$ cat src/rtl/wb2axi_read.sv
// Read-only Wishbone slave to AXI4 single-beat read master bridge.
// One read per qualified request; the armed flag blocks repeats while the request stays high.
module wb2axi_read #(
    parameter int unsigned ADDR_WIDTH = 32,
    parameter int unsigned DATA_WIDTH = 32,
    parameter int unsigned ID_WIDTH   = 4
) (
    input  logic                  ACLK,
    input  logic                  ARESETN,
    input  logic [ADDR_WIDTH-1:0] wb_adr,
    input  logic                  wb_cyc,
    input  logic                  i_cnt_done,
    output logic [DATA_WIDTH-1:0] wb_rdt,
    output logic                  wb_ack,
    output logic [ID_WIDTH-1:0]   M_AXI_arid,
    output logic [ADDR_WIDTH-1:0] M_AXI_araddr,
    output logic [7:0]            M_AXI_arlen,
    output logic [2:0]            M_AXI_arsize,
    output logic [1:0]            M_AXI_arburst,
    output logic [1:0]            M_AXI_arlock,
    output logic [3:0]            M_AXI_arcache,
    output logic [2:0]            M_AXI_arprot,
    output logic [3:0]            M_AXI_arqos,
    output logic [3:0]            M_AXI_arregion,
    output logic                  M_AXI_arvalid,
    input  logic                  M_AXI_arready,
    input  logic [ID_WIDTH-1:0]   M_AXI_rid,
    input  logic [DATA_WIDTH-1:0] M_AXI_rdata,
    input  logic [1:0]            M_AXI_rresp,
    input  logic                  M_AXI_rlast,
    input  logic                  M_AXI_rvalid,
    output logic                  M_AXI_rready
);

    typedef enum logic [1:0] {
        IDLE,
        AR,
        R
    } state_e;

    localparam logic [2:0] ARSIZE = 3'($clog2(DATA_WIDTH / 8));

    state_e                state_q;
    logic                  armed_q;
    logic [ADDR_WIDTH-1:0] araddr_q;
    logic                  arvalid_q;
    logic                  rready_q;
    logic [DATA_WIDTH-1:0] rdt_q;
    logic                  ack_q;
    logic                  unused_ok;

    // Response ID and status are deliberately not inspected.
    assign unused_ok = ^{M_AXI_rid, M_AXI_rresp};

    always_ff @(posedge ACLK or negedge ARESETN) begin
        if (!ARESETN) begin
            state_q   <= IDLE;
            armed_q   <= 1'b1;
            araddr_q  <= '0;
            arvalid_q <= 1'b0;
            rready_q  <= 1'b0;
            rdt_q     <= '0;
            ack_q     <= 1'b0;
        end else begin
            ack_q <= 1'b0;
            // Re-arm only once the master has let go of the request.
            if (!wb_cyc || !i_cnt_done) begin
                armed_q <= 1'b1;
            end
            unique case (state_q)
                IDLE: begin
                    if (wb_cyc && i_cnt_done && armed_q) begin
                        araddr_q  <= wb_adr;
                        arvalid_q <= 1'b1;
                        armed_q   <= 1'b0;
                        state_q   <= AR;
                    end
                end
                AR: begin
                    if (M_AXI_arready) begin
                        arvalid_q <= 1'b0;
                        rready_q  <= 1'b1;
                        state_q   <= R;
                    end
                end
                R: begin
                    if (M_AXI_rvalid && M_AXI_rlast) begin
                        rdt_q    <= M_AXI_rdata;
                        ack_q    <= 1'b1;
                        rready_q <= 1'b0;
                        state_q  <= IDLE;
                    end
                end
                default: state_q <= IDLE;
            endcase
        end
    end

    assign wb_rdt         = rdt_q;
    assign wb_ack         = ack_q;
    assign M_AXI_arid     = '0;
    assign M_AXI_araddr   = araddr_q;
    assign M_AXI_arlen    = '0;
    assign M_AXI_arsize   = ARSIZE;
    assign M_AXI_arburst  = 2'b01;
    assign M_AXI_arlock   = '0;
    assign M_AXI_arcache  = 4'b0011;
    assign M_AXI_arprot   = '0;
    assign M_AXI_arqos    = '0;
    assign M_AXI_arregion = '0;
    assign M_AXI_arvalid  = arvalid_q;
    assign M_AXI_rready   = rready_q;

endmodule

$ cat config.mk
export PLATFORM = sky130hd
export DESIGN_NAME = wb2axi_read
export DESIGN_NICKNAME = d
export VERILOG_FILES = /design/src/rtl/wb2axi_read.sv
export SDC_FILE = /design/constraint.sdc
export NUM_CORES = 1
export LEC_CHECK = 0
export BUFFER_PORTS_ARGS = -buffer_cell sky130_fd_sc_hd__buf_2
export CAP_MARGIN = 30
export CORE_MARGIN = 4
export CORE_UTILIZATION = 43
export CTS_CLUSTER_DIAMETER = 100
export DETAILED_ROUTE_END_ITERATION = 10
export PLACE_DENSITY = 0.78
export SLEW_MARGIN = 5
export SYNTH_ARGS = -nofsm -noshare
export SYNTH_HDL_FRONTEND = slang
export SYNTH_SLANG_ARGS = --single-unit
$ cat constraint.sdc
create_clock -name ACLK -period 1.55 [get_ports ACLK]
set_input_delay 0.155 -clock ACLK [delete_from_list [all_inputs] [get_ports ACLK]]
set_output_delay 0.155 -clock ACLK [all_outputs]
set_load 0.005 [all_outputs]
==> qor.yml <==
synth_edf_count: 0
slowest_delay_ps: 460
fin_area_sq_um: 3895
synthArstFlopShare_pct: 100.0
slew_violations: 0
fin_skew_ps: 8.512
syn_inst: 192
r2r_cells: 4
hold_path_depth: 2
cts_htree_levels: 3
hp-class: "in -> reg"
synth_seq_area_share_pct: 58.40
power_density_nw_per_um2: 1810
syn_to_final_growth_pct: 29.76
setup_violations: 0
synth_seq_cells: 70
maxCapViolations: 0
antenna_found_initial: 0
gp_congestion: 0.7170
synth_compound_area_share_pct: 0.5002
port-buffer-count: 137
grt_pass1_wl_um: 9225
cts_buffers: 9
routedWlPerCell_um: 13.45
critPathKind: "reg -> reg"
placedInstanceArea_sq_um: 3699
synth-simple-area-share_pct: 3.085
cts_resized: 0
fin_crit_ps: 1368
drtPass1Iterations: 3
die_w_um: 91.55
drt_iter0_markers: 26
synth.distinct_cells: 18
ir_drop_mv: 0.8504
final_common_cell: "buf_2"
vias_per_cell: 4.246
critical-path-top-delay-family: "flip-flops"
avgSynthCellArea_sq_um: 15.63
clkSinkCount: 70
overflow: 0
hold_viol: 0
cp-end-kind: "register"
grt_use_total_pct: 14.01
cpMaxStageDelayCell: "dfrtp_1"
grt_max_degree: 71
tritoncts: "built"
synth-main-ff-cell: "dfrtp_1"
rsz0062_at_grt: "false"
p_leak_uw: 0.002115
synth_fa_ha_area_share_pct: 0
rows: 30
insertion_delay_ps: 330
grt_pass1_vias: 1929
coreArea_sq_um: 6794
clk_root_buffer_cell: "clkbuf_8"
tns_ps: 0
final_antenna_net_count: 0
crit_buf_inv: 1
synth_top_family_by_area: "multiplexers"
routed_wl_um: 5906
diodes: 0
clock_path_buffers: 2
synth_mux_area_share_pct: 27.51
ys_warn_count: 0
mostFrequentLayoutCells: "buf_2 (137), dfrtp_1 (69), mux2_2 (34), conb_1 (34), mux2_4 (28)"
die-area_sq_um: 8381
period_share_pct: 88.24
drive_gt1_share_pct: 65.01
start_util_pct: 44.18
fin_nets: 415
critPathMaxFanout: 25
max_freq_ghz: 0.7312
syn_area_sq_um: 3002
cp-start-kind: "register"
io_pins: 178
crit_chain: "nor2_2, nand4_4, buf_12, mux2_4"
status: "finished, final reports clean"
crit_cells: 4
drc: 0
crit_required_ps: 1760
synthXorXnorAreaFrac_pct: 0
vias: 1864
cp.arrival_ps: 1580
path_clk_slew_ps: 70
dp_hpwl_um: 4369
dieHeight_um: 91.55
through the flow:
| step | total power, uW | hold WS (ps) | std cells | setup slack, ps | util, % |
|---|---|---|---|---|---|
| 3_5_place_dp | 5799 | 209.5 | 422 | 186.1 | 54.44 |
| 6_report | 7050 | 26.61 | 439 | 182.3 | 57.33 |
| 5_1_grt | 7510 | 25.50 | 439 | 138.1 | 57.33 |
| 3_3_place_gp | 5692 | 203.7 | 422 | 210.6 | 54.44 |
| 2_1_floorplan | 4634 | -140.6 | 224 | 220.6 | - |
| 4_1_cts | 7188 | 10.12 | 439 | 174.0 | 57.33 |
repair_timing:
item                      4_1_cts  5_1_grt
hold buffers                    1        0
setup buffers                   0        0
hold endpoints to repair       69        0
worst reg2reg max path, cell delays in order (launching register included):
cell and delay (ps):
dfrtp_1 460, nor2_2 150, nand4_4 130, buf_12 190
mux2_4 330
final timing paths:
| path | startpoint | to | slack (ps) |
|---|---|---|---|
| max | state_q[1] | M_AXI_araddr[11] | 180 |
| min | M_AXI_arready | state_q[0] | 30 |
| max reg2reg | state_q[1] | M_AXI_araddr[11] | 180 |
| min reg2reg | M_AXI_rready | M_AXI_rready | 480 |
| max in group asynchronous | ARESETN | armed_q | 850 |
| min in group asynchronous | ARESETN | M_AXI_araddr[10] | 370 |
report_power, final:
group | internal [uW] | switching, uW | leakage [uW]
Clock | 671 | 666 | 0.0000848
Combinational | 1640 | 910 | 0.00119
Sequential | 2720 | 446 | 0.000841
Total | 5030 | 2020 | 0.00211
layer usage:
metal | wire [um] | GRT usage [%] | share of wire [%]
met3 | 571 | 4.060 | 9.7
met1 | 2311 | 15.83 | 39
met5 | 0 | 0 | 0
met4 | 80 | 6.407 | 1.4
met2 | 2942 | 24.28 | 50
state kept, by name (all words and copies together), names as in the netlist:
| register | flops |
|---|---|
| wb_ack | 1 |
| M_AXI_rready | 1 |
| state_q | 2 |
| armed_q | 1 |
| M_AXI_arvalid | 1 |
| wb_rdt | 32 |
| M_AXI_araddr | 32 |
Yosys cell counts, types with 2 or more instances:
master	n	area (sq um)
o21ai_0	3	15.01
conb_1	2	7.510
mux2_1	2	22.52
dfrtp_1	69	1727
buf_4	34	255.2
mux2_4	28	420.4
nand2_1	6	22.52
mux2_2	34	382.9
buf_6	3	33.78
buf_2	3	15.01
area by class of cell:
class                      count  area, sq um
clock inverter                 4        31.28
timing repair buffer         143        770.7
tap                           96        120.1
multi-input combinational    113         1061
sequential                    70         1753
clock buffer                  12        155.1
fill                         559         2899
inverter                       1        3.754
cells by family after synthesis:
kind of cell	after synthesis
DFF	70
and+or+nand+nor	12
AOI/OAI and AO/OA	3
buffers and inverters	41
muxes	64
other	2
(Power assumes the default switching activity.)
